$ cat config.mk
export PLATFORM = sky130hd
export DESIGN_NAME = ledsink_flat
export DESIGN_NICKNAME = d
export VERILOG_FILES = /design/src/rtl/ledsink_if.sv /design/src/rtl/ledsink.sv /design/src/flat_wrapper.sv
export SDC_FILE = /design/constraint.sdc
export NUM_CORES = 1
export LEC_CHECK = 0
export ABC_CLOCK_PERIOD_IN_PS = 2400
export BUFFER_PORTS_ARGS = -buffer_cell sky130_fd_sc_hd__buf_2
export CELL_PAD_IN_SITES_DETAIL_PLACEMENT = 1
export CELL_PAD_IN_SITES_GLOBAL_PLACEMENT = 1
export CORE_MARGIN = 3
export CORE_UTILIZATION = 43
export DETAILED_ROUTE_END_ITERATION = 10
export GPL_ROUTABILITY_DRIVEN = 0
export PLACE_DENSITY_LB_ADDON = 0.1
export RECOVER_POWER = 100
export SETUP_SLACK_MARGIN = 0.3
export SYNTH_ARGS = -nofsm -noshare
export SYNTH_HDL_FRONTEND = slang
export SYNTH_SLANG_ARGS = --single-unit
$ cat constraint.sdc
create_clock -name i_clk -period 2.4 [get_ports i_clk]
set_input_delay 0 -clock i_clk [delete_from_list [all_inputs] [get_ports i_clk]]
set_output_delay 0 -clock i_clk [all_outputs]
set_load 0.03 [all_outputs]
$ cat src/rtl/ledsink_if.sv
// ledsink_if: LED-driver link (dck/dai/lat) plus the captured-word write port
// and frame status. The master modport drives the link (driver/bench side);
// the slave modport is the capture block.
interface ledsink_if #(
    parameter int c_ledboards = 30,
    parameter int c_bpc       = 12
);
    localparam int c_channels = c_ledboards * 32;
    localparam int aw         = $clog2(c_channels);

    logic              i_dck;
    logic              i_dai;
    logic              i_lat;
    logic              o_wen;
    logic [aw-1:0]     o_addr;
    logic [c_bpc-1:0]  o_data;
    logic              o_frame;
    logic [aw:0]       o_words;
    logic              o_err;

    modport master (
        output i_dck, i_dai, i_lat,
        input  o_wen, o_addr, o_data, o_frame, o_words, o_err
    );

    modport slave (
        input  i_dck, i_dai, i_lat,
        output o_wen, o_addr, o_data, o_frame, o_words, o_err
    );
endinterface

$ cat src/rtl/ledsink.sv
// ledsink: receive-side capture of the LED-driver stream. Oversamples the
// asynchronous dck/dai/lat lines, deserializes MSB-first words and writes them
// top-down (first word to the farthest channel), pulsing o_frame on each latch.
// Optional framing check: define LEDSINK_CHECK_EN to enable the sticky o_err
// (latch with a partial word, or dck edge after the frame is full).
module ledsink #(
    parameter int c_ledboards = 30,
    parameter int c_bpc       = 12,
    parameter int c_channels  = c_ledboards * 32
) (
    input logic      i_clk,
    input logic      i_rst_n,
    ledsink_if.slave bus
);
    localparam int aw = $clog2(c_channels);
    localparam int ww = aw + 1;
    localparam int bw = (c_bpc > 1) ? $clog2(c_bpc) : 1;

    localparam logic [aw-1:0] last_addr = aw'(c_channels - 1);
    localparam logic [ww-1:0] max_words = ww'(c_channels);
    localparam logic [bw-1:0] last_bit  = bw'(c_bpc - 1);

    typedef enum logic [1:0] {
        IDLE,
        SHIFT,
        FULL
    } state_t;

    logic [1:0] dck_sync, dai_sync, lat_sync;
    logic       dck_prev, lat_prev;
    logic       dck_edge, lat_edge, dai_s;

    state_t           state, state_n;
    logic [bw-1:0]    bit_cnt, bit_cnt_n;
    logic [ww-1:0]    word_cnt, word_cnt_n;
    logic [c_bpc-1:0] shreg, shreg_n;
    logic             wen, wen_n;
    logic [aw-1:0]    addr, addr_n;
    logic [c_bpc-1:0] data, data_n;
    logic             frame, frame_n;
    logic [ww-1:0]    words, words_n;

    // Two-flop synchronizers plus previous-value registers for edge detection
    always_ff @(posedge i_clk or negedge i_rst_n) begin
        if (!i_rst_n) begin
            dck_sync <= '0;
            dai_sync <= '0;
            lat_sync <= '0;
            dck_prev <= 1'b0;
            lat_prev <= 1'b0;
        end else begin
            dck_sync <= {dck_sync[0], bus.i_dck};
            dai_sync <= {dai_sync[0], bus.i_dai};
            lat_sync <= {lat_sync[0], bus.i_lat};
            dck_prev <= dck_sync[1];
            lat_prev <= lat_sync[1];
        end
    end

    assign dck_edge = dck_sync[1] & ~dck_prev;
    assign lat_edge = lat_sync[1] & ~lat_prev;
    assign dai_s    = dai_sync[1];

    // State, counters and registered outputs
    always_ff @(posedge i_clk or negedge i_rst_n) begin
        if (!i_rst_n) begin
            state    <= IDLE;
            bit_cnt  <= '0;
            word_cnt <= '0;
            shreg    <= '0;
            wen      <= 1'b0;
            addr     <= '0;
            data     <= '0;
            frame    <= 1'b0;
            words    <= '0;
        end else begin
            state    <= state_n;
            bit_cnt  <= bit_cnt_n;
            word_cnt <= word_cnt_n;
            shreg    <= shreg_n;
            wen      <= wen_n;
            addr     <= addr_n;
            data     <= data_n;
            frame    <= frame_n;
            words    <= words_n;
        end
    end

    // Next-state: latch edge has priority over a same-cycle dck edge
    always_comb begin
        state_n    = state;
        bit_cnt_n  = bit_cnt;
        word_cnt_n = word_cnt;
        shreg_n    = shreg;
        wen_n      = 1'b0;
        addr_n     = addr;
        data_n     = data;
        frame_n    = 1'b0;
        words_n    = words;

        if (lat_edge) begin
            frame_n    = 1'b1;
            words_n    = word_cnt;
            bit_cnt_n  = '0;
            word_cnt_n = '0;
            shreg_n    = '0;
            state_n    = IDLE;
        end else if (dck_edge && state != FULL) begin
            shreg_n = (shreg << 1) | c_bpc'(dai_s);
            if (bit_cnt == last_bit) begin
                bit_cnt_n  = '0;
                wen_n      = 1'b1;
                data_n     = (shreg << 1) | c_bpc'(dai_s);
                addr_n     = last_addr - word_cnt[aw-1:0];
                word_cnt_n = word_cnt + 1'b1;
                state_n    = (word_cnt + 1'b1 == max_words) ? FULL : SHIFT;
            end else begin
                bit_cnt_n = bit_cnt + 1'b1;
                state_n   = SHIFT;
            end
        end
    end

    assign bus.o_wen   = wen;
    assign bus.o_addr  = addr;
    assign bus.o_data  = data;
    assign bus.o_frame = frame;
    assign bus.o_words = words;

`ifdef LEDSINK_CHECK_EN
    logic err, err_set;

    // Framing violations: latch mid-word, or shifting past a full frame
    always_comb begin
        err_set = 1'b0;
        if (lat_edge) begin
            err_set = (bit_cnt != '0);
        end else if (dck_edge && state == FULL) begin
            err_set = 1'b1;
        end
    end

    // Sticky error flag, cleared only by reset
    always_ff @(posedge i_clk or negedge i_rst_n) begin
        if (!i_rst_n) begin
            err <= 1'b0;
        end else if (err_set) begin
            err <= 1'b1;
        end
    end

    assign bus.o_err = err;
`else
    assign bus.o_err = 1'b0;
`endif

endmodule
$ cat src/flat_wrapper.sv
// flat-port wrapper written by rule: the top's interface ports become plain ports
module ledsink_flat 
#(
    parameter int c_ledboards = 30,
    parameter int c_bpc       = 12,
    parameter int c_channels  = c_ledboards * 32
)
  (i_clk, i_rst_n, bus_i_dck, bus_i_dai, bus_i_lat, bus_o_wen, bus_o_addr, bus_o_data, bus_o_frame, bus_o_words, bus_o_err);
  ledsink_if #(.c_ledboards(c_ledboards), .c_bpc(c_bpc)) bus_i ();
  input logic i_clk;
  input logic i_rst_n;
  input wire logic [$bits(bus_i.i_dck)-1:0] bus_i_dck;
  input wire logic [$bits(bus_i.i_dai)-1:0] bus_i_dai;
  input wire logic [$bits(bus_i.i_lat)-1:0] bus_i_lat;
  output wire logic [$bits(bus_i.o_wen)-1:0] bus_o_wen;
  output wire logic [$bits(bus_i.o_addr)-1:0] bus_o_addr;
  output wire logic [$bits(bus_i.o_data)-1:0] bus_o_data;
  output wire logic [$bits(bus_i.o_frame)-1:0] bus_o_frame;
  output wire logic [$bits(bus_i.o_words)-1:0] bus_o_words;
  output wire logic [$bits(bus_i.o_err)-1:0] bus_o_err;
  assign bus_i.i_dck = bus_i_dck;
  assign bus_i.i_dai = bus_i_dai;
  assign bus_i.i_lat = bus_i_lat;
  assign bus_o_wen = bus_i.o_wen;
  assign bus_o_addr = bus_i.o_addr;
  assign bus_o_data = bus_i.o_data;
  assign bus_o_frame = bus_i.o_frame;
  assign bus_o_words = bus_i.o_words;
  assign bus_o_err = bus_i.o_err;
  ledsink #(.c_ledboards(c_ledboards), .c_bpc(c_bpc), .c_channels(c_channels)) u_core (.i_clk(i_clk), .i_rst_n(i_rst_n), .bus(bus_i));
endmodule
Word level (Yosys, flattened, before mapping)
Cells that the tools add are included.

word-level totals
  flip-flop bits (word level) = 71
  word-level logic and storage cells = 47
  input bits = 5

operators by class
  muxes and demuxes = 16
  bitwise logic cells = 6
  $add $sub $neg = 3
  equality and inequality tests = 3
  reductions and logical operators = 5

operator list
  operator                                                            count
  11-bit two-way mux                                                  5
  4-bit two-way mux                                                   3
  12-bit by 1-bit bitwise OR with 12-bit output                       1
  11-bit by 1-bit adder with 11-bit output (second input constant)    1
  11-bit by 10-bit == test with 1-bit output (second input constant)  1
  10-bit subtractor (first input constant)                            1
  2-bit two-way mux                                                   4
  4-bit by 1-bit adder with 4-bit output (second input constant)      1
  4-bit == test (second input constant)                               1
  1-bit two-way mux                                                   4
  2-bit nonzero test                                                  2
  1-bit inverter                                                      3
  3-bit AND reduction                                                 1
  1-bit AND                                                           2
  2-bit inequality test (second input constant)                       1
  2-bit AND reduction                                                 1
  1-bit logical AND                                                   1

Longest topological paths before layout
  depth after elaboration = 6
  mapped depth = 9
  gate-level depth less buffers = 7

Least setup slack after synthesis
No wires, ideal clock.

  path type = reg-to-reg
  start point = register u_core.word_cnt[6]
  end point = register u_core.state[1]
  path buffers = 1
  data arrival time = 1.798 ns
  cell stages (with the launch flop) = 7
  clock period less this slack = 1.863 ns
  setup time = 0.066 ns
  data required time = 2.334 ns
  slack = 0.537 ns
  cells stage by stage = dfrtp_1 > buf_2 > nand3_2 > or4_4 > or3_1 > a211oi_2 > a31o_1

between the ends
  longest elaborated chain between the ends = 6

RTL lines
  item                                        line            source
  start, declared                             ledsink.sv:35   logic [ww-1:0] word_cnt, word_cnt_n;
  start signal, assigned                      ledsink.sv:79   word_cnt <= word_cnt_n;
  11-bit by 1-bit adder with 11-bit output    ledsink.sv:116  state_n = (word_cnt + 1'b1 == max_words) ? FULL : SHIFT;
  11-bit by 10-bit == test with 1-bit output  ledsink.sv:116
  2-bit two-way mux                           ledsink.sv:116
  2-bit two-way mux                           ledsink.sv:110  if (bit_cnt == last_bit) begin
  2-bit two-way mux                           ledsink.sv:108  end else if (dck_edge && state != FULL) begin
  2-bit two-way mux                           ledsink.sv:101  if (lat_edge) begin
  end signal, assigned                        ledsink.sv:77   state <= state_n;
  end, declared                               ledsink.sv:33   state_t state, state_n;

No other way between the ends. The select of a mux whose other input is x is not followed.
A chain may end at the register's enable or synchronous reset.

Worst setup path after layout
  start point = register u_core.word_cnt[4]
  end point = register u_core.state[1]

The elaborated chain is that of the path after synthesis.

==> impl_metrics.env <==
export IMPL_synth_simple_gate_area_frac=0.2251
export IMPL_power_density_nw_per_um2=636.2
export IMPL_core_area_um2=6531
export IMPL_setup_tns_ps=0
export IMPL_clock_insertion_delay_worst_skew_ps=350
export IMPL_via_to_cell_ratio=5.069
export IMPL_timing_final_crit_period_ps=2086
export IMPL_syn_nets=321
export IMPL_wl_met1_mm=3.410
export IMPL_tightest_slew_ps=1618
export IMPL_main_combinational_cell_family_by_area_after_synthesis="simple AND/OR/NAND/NOR gates"
export IMPL_synth_area_leader_cell="sky130_fd_sc_hd__dfrtp_1"
export IMPL_area_growth_syn_to_layout_pct=14.67
export IMPL_rsz0062_at_grt="false"
export IMPL_cap_violations=1
export IMPL_number_of_i_o_port_buffers=39
export IMPL_fin_worst_skew_ps=9.248
export IMPL_detail_route_antenna_nets=0
export IMPL_fin_crit_sh=0.8693
export IMPL_power_leakage_nw=1.589
export IMPL_drtPass1Iterations=4
export IMPL_timing_worst_setup_path_type="flip-flop to flip-flop"
export IMPL_total_power_w=0.002165
export IMPL_place_detailed_hpwl_mm=4.520
export IMPL_crit_fanout=7
export IMPL_clock_sink_count=71
export IMPL_die_width_um=89.08
export IMPL_synth_seq_cells=71
export IMPL_grt_util_all_layers=0.1852
export IMPL_first_pass_grt_wire_length_mm=11.11
export IMPL_htreeDepth=3
export IMPL_cts_root_buf="sky130_fd_sc_hd__clkbuf_8"
export IMPL_fillerInstances=799
export IMPL_drive_gt1_frac=0.08889
export IMPL_antenna_diode_count=0
export IMPL_grt_pass1_vias=2228
export IMPL_timing_critical_path_from_type="flip-flop"
export IMPL_yosysWarningCount=0
export IMPL_final_hold_viol_count=0
export IMPL_cts_path_max_buffers=2
export IMPL_worstPathArrival_ps=2380
export IMPL_layout_commonest_cell="sky130_fd_sc_hd__nand2_1"
export IMPL_cp_slowest_stage_delay_ps=570
export IMPL_die_height_um=89.08
export IMPL_worst_setup_end_kind="flip-flop"
export IMPL_routed_wl_met2_mm=2.952
export IMPL_routed_wire_length_mm=6.728
export IMPL_numCtsBuffers=9
export IMPL_gr_total_overflow=0
export IMPL_top_layer_used="met4"
export IMPL_critical_path_slowest_cell="sky130_fd_sc_hd__or4_4"
export IMPL_synth_cell_area_um2=2968
export IMPL_clock_tree_from_tritoncts="yes"
export IMPL_pin_count_of_the_biggest_net_entering_global_routing=45
export IMPL_slew_limit_headroom=-0.07835
export IMPL_vdd_ir_drop_worst_v=0.0002894
export IMPL_yosys_cell_types_count=34
export IMPL_i_o_pin_count=41
export IMPL_largest_delay_share_family_worst_path="simple AND/OR/NAND/NOR gates"
export IMPL_register_area_um2=1780
export IMPL_detailedRoute_firstIterationViolations=115
export IMPL_required_ps=2690
export IMPL_final_slew_violations=28
export IMPL_synth_largest_type_area_fraction=0.5987
export IMPL_num_rows=29
export IMPL_cts_reportedPaths_clkPinSlew_ps=80
export IMPL_buffers_inverters_on_critical_path=1
export IMPL_synth_xor_area_share=0.04722
export IMPL_synthAdderAreaFrac=0.02108
export IMPL_multi_input_logic_area_um2=1084
export IMPL_hold_path_class="input port to flip-flop"
export IMPL_path_cells="inv_2 > or4_4 > or3_1 > a211oi_1 > a31o_1"
export IMPL_grt_antenna_before_repair=0
export IMPL_route_met3_wl_um=233
export IMPL_share_of_the_synthesized_area_in_compound_gates_ao_oa_aoi_oai=0.06788
export IMPL_floorplan_die_area_um2=7935
export IMPL_num_vias=2215
export IMPL_setup_viol=0
export IMPL_detailed_route_drc_error_count=0
export IMPL_synth_seq_area_share=0.5987
export IMPL_num_nets_final=365
export IMPL_f_max_ghz=0.4793
export IMPL_outcome="complete, but fails checks"
export IMPL_yosys_mux_area_fraction=0.003373
export IMPL_syn_area_per_cell_um2=9.543
export IMPL_synthesized_instance_count=311
export IMPL_synth_area_top_cells="sky130_fd_sc_hd__dfrtp_1, sky130_fd_sc_hd__nand2_1, sky130_fd_sc_hd__xnor2_1"
export IMPL_starting_density_of_the_core=0.4544
export IMPL_routedWlPerCell_um=15.40
export IMPL_violations="capacitance limit, slew limit"
export IMPL_most_common_layout_cells="sky130_fd_sc_hd__nand2_1, sky130_fd_sc_hd__dfrtp_1, sky130_fd_sc_hd__clkbuf_1, sky130_fd_sc_hd__o21ai_0, sky130_fd_sc_hd__a21oi_1"
-- where the power goes --
part / leakage, nW / internal (W) / switching (W)
Clock: 0.0853 / 0.000401 / 0.000451
Sequential: 0.963 / 0.00121 / 0.0000125
Combinational: 0.541 / 0.0000235 / 0.0000628
Total: 1.59 / 0.00164 / 0.000526
-- what timing repair did --
action | in CTS | in global routing
resized for setup | 0 | 5
setup buffers | 0 | 1
hold endpoints to repair | 30 | 0
hold buffers | 4 | 0
setup endpoints to repair | 0 | 12
-- through the flow --
step / area [um^2] / util / cells / setup WS, ps / hold WS [ps]
2_1_floorplan: 2968 / - / 311 / 536.6 / -295.6
3_3_place_gp: 3238 / 0.4958 / 416 / 426.6 / 56.45
3_5_place_dp: 3238 / 0.4958 / 416 / 371.9 / 74.46
4_1_cts: 3453 / 0.5287 / 436 / 363.0 / 224.5
5_1_grt: 3403 / 0.5211 / 437 / 157.7 / 296.6
6_report: 3403 / 0.5211 / 437 / 313.8 / 289.2
-- registers in the layout (all words and copies together), names as in the netlist --
register and flops:
u_core.lat_sync 2, u_core.lat_prev 1, u_core.bus.o_addr 10, u_core.state 2, u_core.bus.o_wen 1, u_core.dai_sync 2, u_core.bus.o_words 11, u_core.bus.o_frame 1
u_core.dck_prev 1, u_core.word_cnt 11, u_core.shreg 11, u_core.bit_cnt 4, u_core.dck_sync 2, u_core.bus.o_data 12
-- cell usage after synthesis --
cell,number
sky130_fd_sc_hd__or3_2,1
sky130_fd_sc_hd__and3b_1,1
sky130_fd_sc_hd__nand3_1,5
sky130_fd_sc_hd__or4_4,1
sky130_fd_sc_hd__a31o_1,1
sky130_fd_sc_hd__and3_1,2
sky130_fd_sc_hd__xnor2_1,11
sky130_fd_sc_hd__a21oi_1,17
sky130_fd_sc_hd__nor2b_1,1
sky130_fd_sc_hd__nor4_1,1
sky130_fd_sc_hd__inv_1,2
sky130_fd_sc_hd__nand2b_1,2
sky130_fd_sc_hd__ha_1,5
sky130_fd_sc_hd__and2_1,1
sky130_fd_sc_hd__nand4_1,5
sky130_fd_sc_hd__buf_2,3
sky130_fd_sc_hd__buf_4,4
sky130_fd_sc_hd__conb_1,1
sky130_fd_sc_hd__o21ai_0,19
sky130_fd_sc_hd__nand3_2,1
sky130_fd_sc_hd__dfrtp_1,71
sky130_fd_sc_hd__mux2i_1,1
sky130_fd_sc_hd__or3_1,4
sky130_fd_sc_hd__nor3_1,5
sky130_fd_sc_hd__nor2_1,16
sky130_fd_sc_hd__buf_1,3
sky130_fd_sc_hd__xor2_1,5
sky130_fd_sc_hd__clkbuf_1,8
sky130_fd_sc_hd__and2_0,1
sky130_fd_sc_hd__clkinv_1,1
sky130_fd_sc_hd__a211oi_2,1
sky130_fd_sc_hd__nand2_1,108
sky130_fd_sc_hd__inv_2,2
sky130_fd_sc_hd__nand4b_1,1
-- final timing paths --
kind                                     from  slack, ps                 end  cells past startpoint
min in group asynchronous             i_rst_n        590     u_core.lat_prev                      2
setup / recovery           u_core.word_cnt[4]        310     u_core.state[1]                      5
hold / removal                      bus_i_dai        290  u_core.dai_sync[0]                      2
max in group asynchronous             i_rst_n        740  u_core.word_cnt[6]                      2
hold reg to reg            u_core.dck_sync[0]        350  u_core.dck_sync[1]                      0
setup reg to reg           u_core.word_cnt[4]        310     u_core.state[1]                      5
-- cells by family after synthesis --
family,after synthesis
buffers and inverters,23
AND/OR/NAND/NOR,156
XOR/XNOR,16
adder cells (fa/ha/maj),5
flip-flops,71
multiplexers,1
other,1
AO/OA/AOI/OAI,38
-- routing by layer --
layer  global-route usage  up-vias
met5                    0        -
met4              0.08119        0
met3              0.03410       11
met2               0.2739       41
met1               0.2663     1068
li1                     -     1095
-- layout make-up --
class	instances	area share
tap	77	0.02831
clock inverter	5	0.009926
sequential	71	0.5232
timing repair buffer	51	0.07206
clock buffer	11	0.04154
multi-input combinational	217	0.3184
inverter	5	0.006618
Note: power is estimated with default switching activity, not from simulation.
